===== src/rtl/fb_mem_arbiter_pkg.sv =====
// ---------------------------------------------------------------------------
// fb_arb_pkg
//   Shared definitions for the framebuffer memory arbiter:
//   - default widths and timeout for fb_mem_arbiter
//   - 3-bit state encodings and the state enum built on them
//   - owner codes identifying which requester a state serves
//   - owner_of(): maps an arbiter state to its owner code
// ---------------------------------------------------------------------------
package fb_arb_pkg;

  localparam int ADDR_W_DEF  = 16;
  localparam int DATA_W_DEF  = 8;
  localparam int TIMEOUT_DEF = 255;
  localparam int TMR_W       = 8;

  localparam logic [2:0] ST_IDLE       = 3'd0;
  localparam logic [2:0] ST_VID_ISSUE  = 3'd1;
  localparam logic [2:0] ST_VID_WAIT   = 3'd2;
  localparam logic [2:0] ST_HOST_ISSUE = 3'd3;
  localparam logic [2:0] ST_HOST_WAIT  = 3'd4;

  typedef enum logic [2:0] {
    IDLE       = ST_IDLE,
    VID_ISSUE  = ST_VID_ISSUE,
    VID_WAIT   = ST_VID_WAIT,
    HOST_ISSUE = ST_HOST_ISSUE,
    HOST_WAIT  = ST_HOST_WAIT
  } arb_state_e;

  localparam logic [1:0] OWN_NONE = 2'd0;
  localparam logic [1:0] OWN_VID  = 2'd1;
  localparam logic [1:0] OWN_HOST = 2'd2;

  function automatic logic [1:0] owner_of(input arb_state_e st);
    logic [1:0] own;
    own = OWN_NONE;
    case (st)
      VID_ISSUE, VID_WAIT:   own = OWN_VID;
      HOST_ISSUE, HOST_WAIT: own = OWN_HOST;
      default:               own = OWN_NONE;
    endcase
    return own;
  endfunction

endpackage


===== src/rtl/fb_mem_arbiter_strobe_rise.sv =====
// ---------------------------------------------------------------------------
// strobe_rise
//   1-bit rising-edge detector. The previous strobe level is registered;
//   rise is high combinationally while strobe=1 and the registered level is 0,
//   so the consumer acts on it at the same clock edge that updates prev.
// Ports
//   clk     in   system clock
//   rst     in   synchronous active-high reset (prev cleared)
//   strobe  in   level request input
//   rise    out  1 in the first cycle strobe is seen high
// ---------------------------------------------------------------------------
module strobe_rise (
  input  logic clk,
  input  logic rst,
  input  logic strobe,
  output logic rise
);

  logic prev;

  always_ff @(posedge clk) begin
    if (rst) begin
      prev <= 1'b0;
    end else begin
      prev <= strobe;
    end
  end

  assign rise = strobe & ~prev;

endmodule


===== src/rtl/fb_mem_arbiter.sv =====
// ---------------------------------------------------------------------------
// fb_mem_arbiter
//   Shares the framebuffer memory controller command port between the video
//   row fetch (read) and the host byte writer (write). Video has strict
//   priority; a host op already in flight is allowed to finish. Read data does
//   not pass through here, only address, command and write data.
//
// Parameters
//   ADDR_W   framebuffer address width
//   DATA_W   host write data width
//   TIMEOUT  cycles allowed in a WAIT state before the op is abandoned
//
// Ports
//   sys_clk         in   system clock
//   rst             in   synchronous active-high reset
//   vblank          in   vertical blanking flag
//   vid_addr        in   video fetch address (latched on strobe rise)
//   vid_readstrobe  in   video fetch request, rising edge counts
//   vid_ready       out  1 = no video op pending or in flight
//   host_addr       in   host write address (latched on strobe rise)
//   host_data       in   host write data (latched on strobe rise)
//   host_wrstrobe   in   host write request, rising edge counts
//   host_ready      out  1 = host slot free
//   mem_addrin      out  controller address (holds outside ISSUE)
//   mem_datain      out  controller write data (holds outside ISSUE)
//   mem_writeen     out  1 = write command, 0 = read (holds outside ISSUE)
//   mem_readstrobe  out  one-cycle command strobe
//   mem_ready       in   controller idle
//   arb_err         out  one-cycle pulse when a WAIT times out
//
// Build option
//   FB_HOST_VBLANK_ONLY_EN  when defined, host writes only issue while vblank=1;
//                           otherwise host writes issue whenever video is idle.
//
// States
//   state      | meaning
//   IDLE       | no command outstanding; pick video first, then host
//   VID_ISSUE  | video read strobe on the controller port this cycle
//   VID_WAIT   | video read in flight, waiting for mem_ready or timeout
//   HOST_ISSUE | host write strobe on the controller port this cycle
//   HOST_WAIT  | host write in flight, waiting for mem_ready or timeout
// ---------------------------------------------------------------------------
module fb_mem_arbiter
  import fb_arb_pkg::*;
#(
  parameter int ADDR_W  = ADDR_W_DEF,
  parameter int DATA_W  = DATA_W_DEF,
  parameter int TIMEOUT = TIMEOUT_DEF
) (
  input  logic              sys_clk,
  input  logic              rst,
  input  logic              vblank,
  input  logic [ADDR_W-1:0] vid_addr,
  input  logic              vid_readstrobe,
  output logic              vid_ready,
  input  logic [ADDR_W-1:0] host_addr,
  input  logic [DATA_W-1:0] host_data,
  input  logic              host_wrstrobe,
  output logic              host_ready,
  output logic [ADDR_W-1:0] mem_addrin,
  output logic [DATA_W-1:0] mem_datain,
  output logic              mem_writeen,
  output logic              mem_readstrobe,
  input  logic              mem_ready,
  output logic              arb_err
);

  localparam logic [TMR_W-1:0] TMR_LAST = TMR_W'(TIMEOUT - 1);

  arb_state_e        state;
  logic              vid_pend;
  logic              host_pend;
  logic [ADDR_W-1:0] vid_addr_q;
  logic [ADDR_W-1:0] host_addr_q;
  logic [DATA_W-1:0] host_data_q;
  logic [TMR_W-1:0]  tmr;

  logic              vid_rise;
  logic              host_rise;
  logic              host_ok;
  logic [1:0]        cur_owner;
  logic              wait_done;
  logic              wait_tout;

  strobe_rise u_vid_rise (
    .clk    (sys_clk),
    .rst    (rst),
    .strobe (vid_readstrobe),
    .rise   (vid_rise)
  );

  strobe_rise u_host_rise (
    .clk    (sys_clk),
    .rst    (rst),
    .strobe (host_wrstrobe),
    .rise   (host_rise)
  );

`ifdef FB_HOST_VBLANK_ONLY_EN
  // Tear-free updates: host writes wait for vertical blank, pend is held.
  assign host_ok = vblank;
`else
  logic unused_vblank;
  assign unused_vblank = vblank;
  assign host_ok       = 1'b1;
`endif

  assign cur_owner = owner_of(state);

  // tmr is 0 only on the first WAIT cycle, where mem_ready may still reflect
  // the controller state from before it accepted the strobe.
  assign wait_done = (tmr != '0) && mem_ready;
  assign wait_tout = !wait_done && (tmr == TMR_LAST);

  always_ff @(posedge sys_clk) begin
    if (rst) begin
      state          <= IDLE;
      vid_pend       <= 1'b0;
      host_pend      <= 1'b0;
      vid_addr_q     <= '0;
      host_addr_q    <= '0;
      host_data_q    <= '0;
      tmr            <= '0;
      vid_ready      <= 1'b1;
      host_ready     <= 1'b1;
      mem_addrin     <= '0;
      mem_datain     <= '0;
      mem_writeen    <= 1'b0;
      mem_readstrobe <= 1'b0;
      arb_err        <= 1'b0;
    end else begin
      mem_readstrobe <= 1'b0;
      arb_err        <= 1'b0;

      // A new edge while the requester is still pending is a protocol
      // violation and is dropped without touching the latched request.
      if (vid_rise && !vid_pend) begin
        vid_pend   <= 1'b1;
        vid_addr_q <= vid_addr;
        vid_ready  <= 1'b0;
      end
      if (host_rise && !host_pend) begin
        host_pend   <= 1'b1;
        host_addr_q <= host_addr;
        host_data_q <= host_data;
        host_ready  <= 1'b0;
      end

      unique case (state)
        IDLE: begin
          if (mem_ready && vid_pend) begin
            state          <= VID_ISSUE;
            mem_readstrobe <= 1'b1;
            mem_writeen    <= 1'b0;
            mem_addrin     <= vid_addr_q;
          end else if (mem_ready && host_pend && host_ok) begin
            state          <= HOST_ISSUE;
            mem_readstrobe <= 1'b1;
            mem_writeen    <= 1'b1;
            mem_addrin     <= host_addr_q;
            mem_datain     <= host_data_q;
          end
        end

        VID_ISSUE: begin
          state <= VID_WAIT;
          tmr   <= '0;
        end

        HOST_ISSUE: begin
          state <= HOST_WAIT;
          tmr   <= '0;
        end

        VID_WAIT, HOST_WAIT: begin
          if (wait_done || wait_tout) begin
            state   <= IDLE;
            arb_err <= wait_tout;
            if (cur_owner == OWN_VID) begin
              vid_pend  <= 1'b0;
              vid_ready <= 1'b1;
            end else begin
              host_pend  <= 1'b0;
              host_ready <= 1'b1;
            end
          end else begin
            tmr <= tmr + 1'b1;
          end
        end

        default: state <= IDLE;
      endcase
    end
  end

endmodule


===== config.mk =====
export PLATFORM = sky130hd
export DESIGN_NAME = fb_mem_arbiter
export DESIGN_NICKNAME = d
export VERILOG_FILES = /design/src/rtl/fb_mem_arbiter_pkg.sv /design/src/rtl/fb_mem_arbiter_strobe_rise.sv /design/src/rtl/fb_mem_arbiter.sv
export SDC_FILE = /design/constraint.sdc
export NUM_CORES = 1
export LEC_CHECK = 0
export ABC_AREA = 1
export CAP_MARGIN = 30
export CORE_MARGIN = 4
export CORE_UTILIZATION = 54
export CTS_CLUSTER_DIAMETER = 80
export DETAILED_ROUTE_END_ITERATION = 16
export MAX_ROUTING_LAYER = met4
export PLACE_DENSITY = 0.85
export SETUP_SLACK_MARGIN = 0.15
export SLEW_MARGIN = 30
export SYNTH_ARGS = -nofsm -noshare
export SYNTH_HDL_FRONTEND = slang
export SYNTH_SLANG_ARGS = --single-unit
export TNS_END_PERCENT = 1

===== constraint.sdc =====
create_clock -name sys_clk -period 2.7 [get_ports sys_clk]
set_input_delay 0.675 -clock sys_clk [delete_from_list [all_inputs] [get_ports sys_clk]]
set_output_delay 0.675 -clock sys_clk [all_outputs]
set_load 0.05 [all_outputs]

== Word level (Yosys, flattened, before mapping) ==
Cells that the tools add are included.

* Muxes and demuxes: 29
* Add/sub/neg operators: 1
* Bitwise operators: 8
* Reduce and logical (&&, ||, !) cells: 24
* Equal/unequal tests: 9

{| class="wikitable"
|+ Operators with widths
! kind !! number
|-
| $mux W16 || 2
|-
| $mux W1 || 20
|-
| $pmux W8 S2 || 1
|-
| $pmux W3 S4 || 1
|-
| $reduce_or A2 Y1 || 5
|-
| $mux W3 || 3
|-
| $add A8 B1 Y8 const B || 1
|-
| $eq A8 B8 Y1 const B || 1
|-
| $mux W8 || 1
|-
| $reduce_bool A8 Y1 || 1
|-
| $eq A3 B2 Y1 const B || 2
|-
| $logic_and A1 B1 Y1 || 6
|-
| $not A1 Y1 || 6
|-
| $reduce_and A2 Y1 || 3
|-
| $ne A2 B2 Y1 const B || 2
|-
| $pmux W2 S2 || 1
|-
| $reduce_bool A2 Y1 || 2
|-
| $eq A3 B1 Y1 const B || 1
|-
| $eq A3 B3 Y1 const B || 1
|-
| $logic_not A1 Y1 || 3
|-
| $logic_not A3 Y1 || 1
|-
| $ne A3 B3 Y1 const B || 1
|-
| $reduce_and A3 Y1 || 1
|-
| $reduce_or A3 Y1 || 1
|-
| other kinds (3) || 4
|}

* Output and inout bits: 29
* Register bits after elaboration: 84
* Logic and storage cells: 87
* Input bits: 46

== Logic depth before layout (Yosys ltp) ==
Gate-level depths: netlist of run 1.

* Depth after elaboration: 7
* Depth in mapped cells: 11
* Depth with buffers taken out: 11

== Hierarchy ==
From an unflattened synthesis of run 1, not the netlist that was laid out.

* Cell total of the unflattened synthesis: 471
* Area, all modules: 3467.1 sq um

{| class="wikitable"
|+ By module, submodules not included
! module !! seq. area each (sq um) !! instances !! cells each !! area each (sq um)
|-
| fb_mem_arbiter || 1641.6 || 1 || 463 || 3404.5
|-
| strobe_rise || 20.0 || 2 || 4 || 31.3
|}

== Worst setup path before layout of run 1 ==
OpenSTA, ideal clock, no wires.

* Kind: in2reg
* Start: input port mem_ready
* End: register mem_datain[6]
* Data required time: 2.630 ns
* Buffers on the path: 2
* Arrival time: 1.481 ns
* Slack: 1.149 ns
* Setup time: 0.070 ns
* Stages on the path: 7
* Cells stage by stage: nand2_1 > buf_2 > inv_2 > nor2_4 > buf_4 > o21ai_0 > a21oi_1

* Longest elaborated chain between the ends: 3
* Elaborated cells between the ends (all ways): 4
* Those cells by class: bitwise (1); reduce/logical (3)

{| class="wikitable"
|+ Ends and longest elaborated chain
! what !! RTL line !! source
|-
| start: declaration || fb_mem_arbiter.sv:64 || <nowiki>input logic mem_ready,</nowiki>
|-
| $logic_and A1 B1 Y1 || fb_mem_arbiter.sv:151 || <nowiki>if (mem_ready && vid_pend) begin</nowiki>
|-
| $not A1 Y1 (no line) || -- ||
|-
| $reduce_and A3 Y1 (no line) (*) || -- ||
|-
| end signal: assignment || fb_mem_arbiter.sv:161 || <nowiki>mem_datain <= host_data_q;</nowiki>
|-
| end: declaration || fb_mem_arbiter.sv:61 || <nowiki>output logic [DATA_W-1:0] mem_datain,</nowiki>
|}

Mark *: on every way between the ends. The rest lies on a longest branch, timed or not.
A chain may end at the register's enable or synchronous reset.

== Worst setup path in the final report of run 1 ==
* Start: register mem_addrin[1]
* End: output port mem_addrin[1]

{| class="wikitable"
|+ RTL lines
! what !! RTL line !! source
|-
| start: declaration || fb_mem_arbiter.sv:60 || <nowiki>output logic [ADDR_W-1:0] mem_addrin,</nowiki>
|-
| start signal: assignment || fb_mem_arbiter.sv:155 || <nowiki>mem_addrin <= vid_addr_q;</nowiki>
|-
| start signal: assignment || fb_mem_arbiter.sv:160 || <nowiki>mem_addrin <= host_addr_q;</nowiki>
|}

No word-level cell between the ends.

==> flow_summary_export.csv, run 1 <==
group,metric,value,unit
cts,holdBufCountCts,0,
setup_path,critPathSlowestCell,"clkdlybuf4s50_1",
min_path,hp-class,"register to register",
global_routing,overflow,0,
sta,finalCritPeriodShare,82.1,%
placement,gp_congestion,0.933,
yosys,ys_types,29,
run_status,outcome,"finished clean",
sta,hold_violations,0,
layout,fin_cells,585,
yosys,syn_area_per_cell,7.68,sq um
cts,cts-resized-gates,0,
floorplan,io_pins,75,
min_path,hold_end,"vid_addr_q[15]$_SDFFE_PP0P_",
setup_path,crit_family,"buffers and inverters",
setup_path,r2r_start,"state[0]$_SDFFE_PP0P_",
yosys,ys.warnings.count,0,
floorplan,dieArea,0.00754,sq mm
yosys,syn_nets,486,
global_routing,grt_max_degree,42,
sta,holdWs,0.446,ns
sta,slew_headroom,63.3,%
global_routing,first_global_vias,2910,
routing,vias,3046,
cts,cts.clk_slew.worst_paths,0.09,ns
setup_path,path_max_fanout,2,
yosys,ys_seq_area_share,50.1,%
placement,place_hpwl,5.21,mm
routing,ant_nets,0,
sta,setup_viol,0,
power_and_ir_drop,p_clk_share,26.5,%
cts,cts_setup_buffers,0,
layout,layout-drive-gt1-share,7.06,%
job,drv_cap,0,
cts,cts_made_buffers,9,
power_and_ir_drop,ir_drop,0.500,mV
sta,tightest_slew,0.549,ns
cts,ctsRootBufferMaster,"clkbuf_8",
power_and_ir_drop,netSwitchingFraction,35.3,%
power_and_ir_drop,p_per_area,732,mW/mm^2
layout,syn_to_final_growth,28.7,%
placement,io_buffer_count,73,
power_and_ir_drop,p_int,2.05,mW
cts,clock_sinks,84,
sta,rsz0062_at_grt,"no",
min_path,hold_depth,2,
routing,drc,0,
setup_path,cp.arrival,1.54,ns
yosys,ys_ff_latch,84,
power_and_ir_drop,leakagePower,1.71,nW
min_path,hp-start,"vid_addr_q[15]$_SDFFE_PP0P_",
yosys,synth_area,0.00335,sq mm
setup_path,r2r_slack,1.13,ns
power_and_ir_drop,combPwrFrac,27.4,%
floorplan,floorplan.initialDensity,56.0,%
sta,period_minus_slack,2.22,ns
layout,fillCellCount,469,
power_and_ir_drop,switching_power,1.12,mW
cts,cts_tree,"yes",
cts,htreeDepth,3,
layout,multiInputGateArea,0.00134,sq mm
sta,fmax,451,MHz
setup_path,required,2.03,ns
setup_path,path_cells,"clkdlybuf4s50_1",
routing,routed_wl,7.59,mm
power_and_ir_drop,finalPower,3.16,mW
yosys,synth_cells,437,
placement,place_ws,0.333,ns
layout,antennaDiodeCount,0,
cts,worstSkewPairLatency,0.36,ns
routing,wl_per_cell,13.0,microns
routing,drtIter0Drc,172,
global_routing,grt_usage,22.0,%
setup_path,end_kind,"primary output",
sta,finalClockSkew,0.0123,ns
layout,nets,554,
floorplan,core,0.00599,sq mm
setup_path,r2r_cells,5,
global_routing,grt_pass1_wl,12.7,mm
sta,tns,0,ns
setup_path,criticalPathCategory,"register to primary output",
placement,dp_cells,569,
setup_path,crit_buf_inv,1,
sta,setup_ws,0.483,ns
setup_path,startpoint_type,"register",
sta,maxSlewViolCount,0,
cts,cts.path.max_buffers,2,
routing,first_pass_iters,4,
global_routing,antenna_found_initial,0,
floorplan,num_rows,28,
power_and_ir_drop,p_seq_share,46.1,%
layout,ff_latch_area,0.00168,sq mm
floorplan,fp.dieW,86.8,microns
setup_path,r2r-end,"mem_addrin[14]$_SDFFE_PP0P_",
setup_path,max_stage_delay,0.84,ns
routing,via_per_inst,5.21,
floorplan,die_height,86.8,microns
==> cell usage after synthesis <==
master,n,share of area [%]
inv_1,57,6.4
nand2_1,76,8.5
nand2_2,3,0.56
o211ai_1,1,0.22
nor3_1,1,0.15
buf_2,6,0.90
clkbuf_1,16,1.8
nor3_2,1,0.30
a21oi_1,56,8.4
o21ai_1,3,0.45
nand3_1,12,1.8
xor2_1,1,0.26
and3_1,1,0.19
nand2_4,1,0.34
nor2_1,18,2.0
nand3b_1,3,0.67
nor3b_1,2,0.45
clkinv_2,1,0.15
buf_4,1,0.22
nand3_4,1,0.52
nor3_4,1,0.49
ha_1,3,1.1
nand4_1,3,0.56
dfxtp_1,84,50
a31oi_1,16,3.0
nor2_4,2,0.67
o21ai_0,63,9.4
inv_2,3,0.34
clkinv_1,1,0.11
==> worst max-delay path by stage <==
stage	cells after the start	from	end
2_1_floorplan	7	mem_ready	mem_datain[6]$_SDFFE_PP0P_
3_3_place_gp	7	mem_ready	mem_addrin[13]$_SDFFE_PP0P_
3_5_place_dp	7	mem_ready	mem_addrin[1]$_SDFFE_PP0P_
4_1_cts	1	mem_addrin[1]$_SDFFE_PP0P_	mem_addrin[1]
5_1_grt	1	mem_addrin[1]$_SDFFE_PP0P_	mem_addrin[1]
6_report	1	mem_addrin[1]$_SDFFE_PP0P_	mem_addrin[1]
==> power groups by stage <==
stage               registers, mW  logic, mW  clock network [mW]
floorplan                    1.70      0.368                   0
global placement             1.48      0.847                   0
detailed placement           1.48      0.868                   0
CTS                          1.46      0.873               0.852
global route                 1.48      0.945               0.900
finish                       1.46      0.867               0.837
==> registers in the layout, summed over array words and instances, names as in the netlist <==
register          cells
mem_readstrobe        1
mem_addrin           16
u_host_rise.prev      1
host_addr_q          16
host_ready            1
u_vid_rise.prev       1
arb_err               1
vid_pend              1
state                 3
tmr                   8
vid_ready             1
vid_addr_q           16
mem_writeen           1
host_data_q           8
host_pend             1
mem_datain            8
==> metal layers <==
metal / global-route usage [%] / up-vias / share of wire, %
met2: 35.5 / 80 / 49
met5: - / - / 0
met1: 25.5 / 1389 / 43
met4: 9.49 / 0 / 2.2
li1: - / 1561 / -
met3: 6.08 / 16 / 5.5
==> cell usage in the layout, fill, tap and decap left out <==
cell type,instances
and3_1,1
dfxtp_1,84
nand3_1,12
nand2_2,3
clkinv_1,1
nand3b_1,3
inv_6,2
clkinv_4,1
nor2_4,2
nor3_2,1
nor3b_1,2
clkinv_2,2
a31oi_1,16
o21ai_1,3
nor3_4,1
nor3_1,1
inv_1,57
ha_1,3
xor2_1,1
clkbuf_8,10
nand2_1,76
clkinvlp_4,2
nor2_1,18
nand3_4,1
nand2_4,1
buf_4,7
o21ai_0,63
clkdlybuf4s50_1,73
o211ai_1,1
nand4_1,3
a21oi_1,56
inv_2,3
==> cell families (layout without fill, tap and decap cells) <==
kind of cell / after synthesis / count (layout) / share of synthesized area (%)
AO/OA/AOI/OAI: 139 / 139 / 21.4
AND/OR/NAND/NOR: 125 / 125 / 17.2
adder cells (fa/ha/maj): 3 / 3 / 1.12
buffers and inverters: 85 / 158 / 9.88
XOR/XNOR: 1 / 1 / 0.261
flip-flops: 84 / 84 / 50.1
==> stage by stage <==
stage	utilization [%]	cell area, sq um
after CTS	72.1	4320
after global placement	69.0	4130
after detailed placement	69.0	4130
after floorplan	-	3350
after global routing	72.1	4320
final	72.1	4320
==> area by class of cell <==
class | instances | area share, %
Timing Repair Buffer | 80 | 18.1
Clock inverter | 6 | 1.07
Multi-Input combinational cell | 268 | 31.1
Clock buffer | 10 | 3.19
Inverter | 62 | 5.42
Tap cell | 75 | 2.17
Sequential cell | 84 | 38.9
Note: power is estimated with default switching activity, not from simulation.
==> run 2: changes to the inputs <==
--- a/config.mk
+++ b/config.mk
@@ -8,11 +8,11 @@
 export ABC_AREA = 1
 export CAP_MARGIN = 30
 export CORE_MARGIN = 4
-export CORE_UTILIZATION = 54
+export CORE_UTILIZATION = 50
 export CTS_CLUSTER_DIAMETER = 80
 export DETAILED_ROUTE_END_ITERATION = 16
 export MAX_ROUTING_LAYER = met4
-export PLACE_DENSITY = 0.85
+export PLACE_DENSITY = 0.79
 export SETUP_SLACK_MARGIN = 0.15
 export SLEW_MARGIN = 30
 export SYNTH_ARGS = -nofsm -noshare
==> constraint.sdc (replaced) <==
create_clock -name sys_clk -period 2.1 [get_ports sys_clk]
set_input_delay 0.525 -clock sys_clk [delete_from_list [all_inputs] [get_ports sys_clk]]
set_output_delay 0.525 -clock sys_clk [all_outputs]
set_load 0.05 [all_outputs]
==> run 2 against run 1 <==
Net effect: non-clock buffer count grew 4; utilization decreased by 4.1 points; sequential power rose by 29%; routed wire length is 1.7% higher; register-to-register slack worse by 0.62 ns; largest power group unchanged; power grew 31%; critical path type unchanged; global-route usage fell by 1.6 points; die area is 7.3% higher; highest routed layer unchanged; worst hold slack worse by 0.00081 ns; clock power up 34%.
==> flow_summary_export.csv, run 2 (synthesis gave the netlist of run 1 again) <==
group,metric,value,unit
run_status,outcome,"finished clean",
routing,vias,3026,
sta,slew_headroom,64.2,%
sta,finalClockSkew,0.0151,ns
sta,fmax,487,MHz
global_routing,overflow,0,
layout,antennaDiodeCount,0,
floorplan,die_height,89.9,microns
power_and_ir_drop,leakagePower,1.76,nW
layout,reg_top3,"host_addr_q (16), mem_addrin (16), vid_addr_q (16)",
min_path,hp-class,"register to register",
floorplan,num_rows,29,
layout,nets,558,
power_and_ir_drop,finalPower,4.13,mW
setup_path,cp.arrival,1.53,ns
setup_path,path_max_fanout,2,
layout,fin_cells,590,
placement,gp_congestion,0.932,
placement,io_buffer_count,73,
sta,maxSlewViolCount,0,
setup_path,end_kind,"primary output",
placement,place_hpwl,5.33,mm
job,drv_cap,0,
cts,cts.clk_slew.worst_paths,0.08,ns
power_and_ir_drop,p_per_area,945,mW/mm^2
setup_path,crit_buf_inv,1,
floorplan,floorplan.initialDensity,52.2,%
layout,design_area,0.00437,sq mm
cts,worstSkewPairLatency,0.36,ns
routing,via_per_inst,5.13,
routing,routed_wl,7.73,mm
cts,clock_sinks,84,
setup_path,crit_family,"buffers and inverters",
sta,finalCritPeriodShare,97.8,%
cts,ctsRootBufferMaster,"clkbuf_8",
sta,period_minus_slack,2.05,ns
layout,final_cell_mix,"dfxtp_1 (84), nand2_1 (76), clkdlybuf4s50_1 (71), o21ai_0 (63), inv_1 (57)",
cts,htreeDepth,3,
floorplan,dieArea,0.00808,sq mm
layout,final_core_util,68.0,%
placement,dp_cells,575,
global_routing,grt_max_degree,37,
layout,syn_to_final_growth,30.2,%
sta,holdWs,0.445,ns
layout,fillCellCount,575,
routing,ant_nets,0,
setup_path,max_stage_delay,0.81,ns
setup_path,criticalPathCategory,"register to primary output",
global_routing,grt_pass1_wl,13.1,mm
setup_path,path_cells,"clkdlybuf4s50_1",
layout,layout-drive-gt1-share,7.60,%
placement,place_area,0.00418,sq mm
sta,setup_viol,0,
layout,final_common_cell,"dfxtp_1",
floorplan,core,0.00642,sq mm
global_routing,antenna_found_initial,0,
cts,cts_made_buffers,9,
cts,cts.path.max_buffers,2,
floorplan,io_pins,75,
global_routing,first_global_vias,2955,
routing,drc,0,
setup_path,critPathSlowestCell,"clkdlybuf4s50_1",
sta,rsz0062_at_grt,"yes",
routing,wl_per_cell,13.1,microns
layout,ff_latch_area,0.00168,sq mm
sta,tightest_slew,0.537,ns
sta,tns,0,ns
cts,cts_tree,"yes",
floorplan,fp.dieW,89.9,microns
sta,hold_violations,0,
placement,place_ws,0.0326,ns
layout,multiInputGateArea,0.00134,sq mm
sta,setup_ws,0.0468,ns
global_routing,grt_usage,20.4,%
setup_path,required,1.57,ns
power_and_ir_drop,ir_drop,0.536,mV
routing,drtIter0Drc,146,
setup_path,startpoint_type,"register",
routing,first_pass_iters,5,
==> run 2: worst paths after layout <==
check                                             startpoint                           end  slack (ns)  depth (start not counted)
worst max-delay path              mem_addrin[1]$_SDFFE_PP0P_                 mem_addrin[1]        0.05                          1
worst min-delay path            host_addr_q[14]$_SDFFE_PP0P_  host_addr_q[14]$_SDFFE_PP0P_        0.45                          2
worst min register to register  host_addr_q[14]$_SDFFE_PP0P_  host_addr_q[14]$_SDFFE_PP0P_        0.45                          2
worst max register to register           tmr[0]$_SDFFE_PP0P_           tmr[7]$_SDFFE_PP0P_        0.51                         11
==> run 2: report_power, final <==
part           internal [mW]  leakage (nW)  switching, mW
sequential              1.77         0.691          0.108
combinational          0.409         0.969          0.727
clock                  0.545        0.0996          0.571
total                   2.72          1.76           1.41
==> run 2: final cells by class <==
| type | count | share of cell area (%) |
|---|---|---|
| clock buffer | 9 | 2.84 |
| clock inverter | 6 | 1.43 |
| sequential | 84 | 38.5 |
| tap | 77 | 2.21 |
| inverter | 62 | 5.36 |
| timing repair buffer | 84 | 18.9 |
| multi-input combinational | 268 | 30.7 |
==> run 2: repair_timing <==
action | in CTS | in global routing
hold buffers | 0 | 0
pin swaps | 0 | 0
resized for setup | 1 | 1
setup buffers | 0 | 0
endpoints found under the setup margin | 29 | 28
==> run 2: routing by layer <==
| layer | wire length (microns) | vias to the layer above | GRT usage [%] |
|---|---|---|---|
| met5 | 0 | - | - |
| met4 | 129 | 0 | 10.1 |
| met3 | 348 | 11 | 3.34 |
| met2 | 3790 | 71 | 34.8 |
| met1 | 3450 | 1376 | 23.4 |
| li1 | - | 1568 | - |
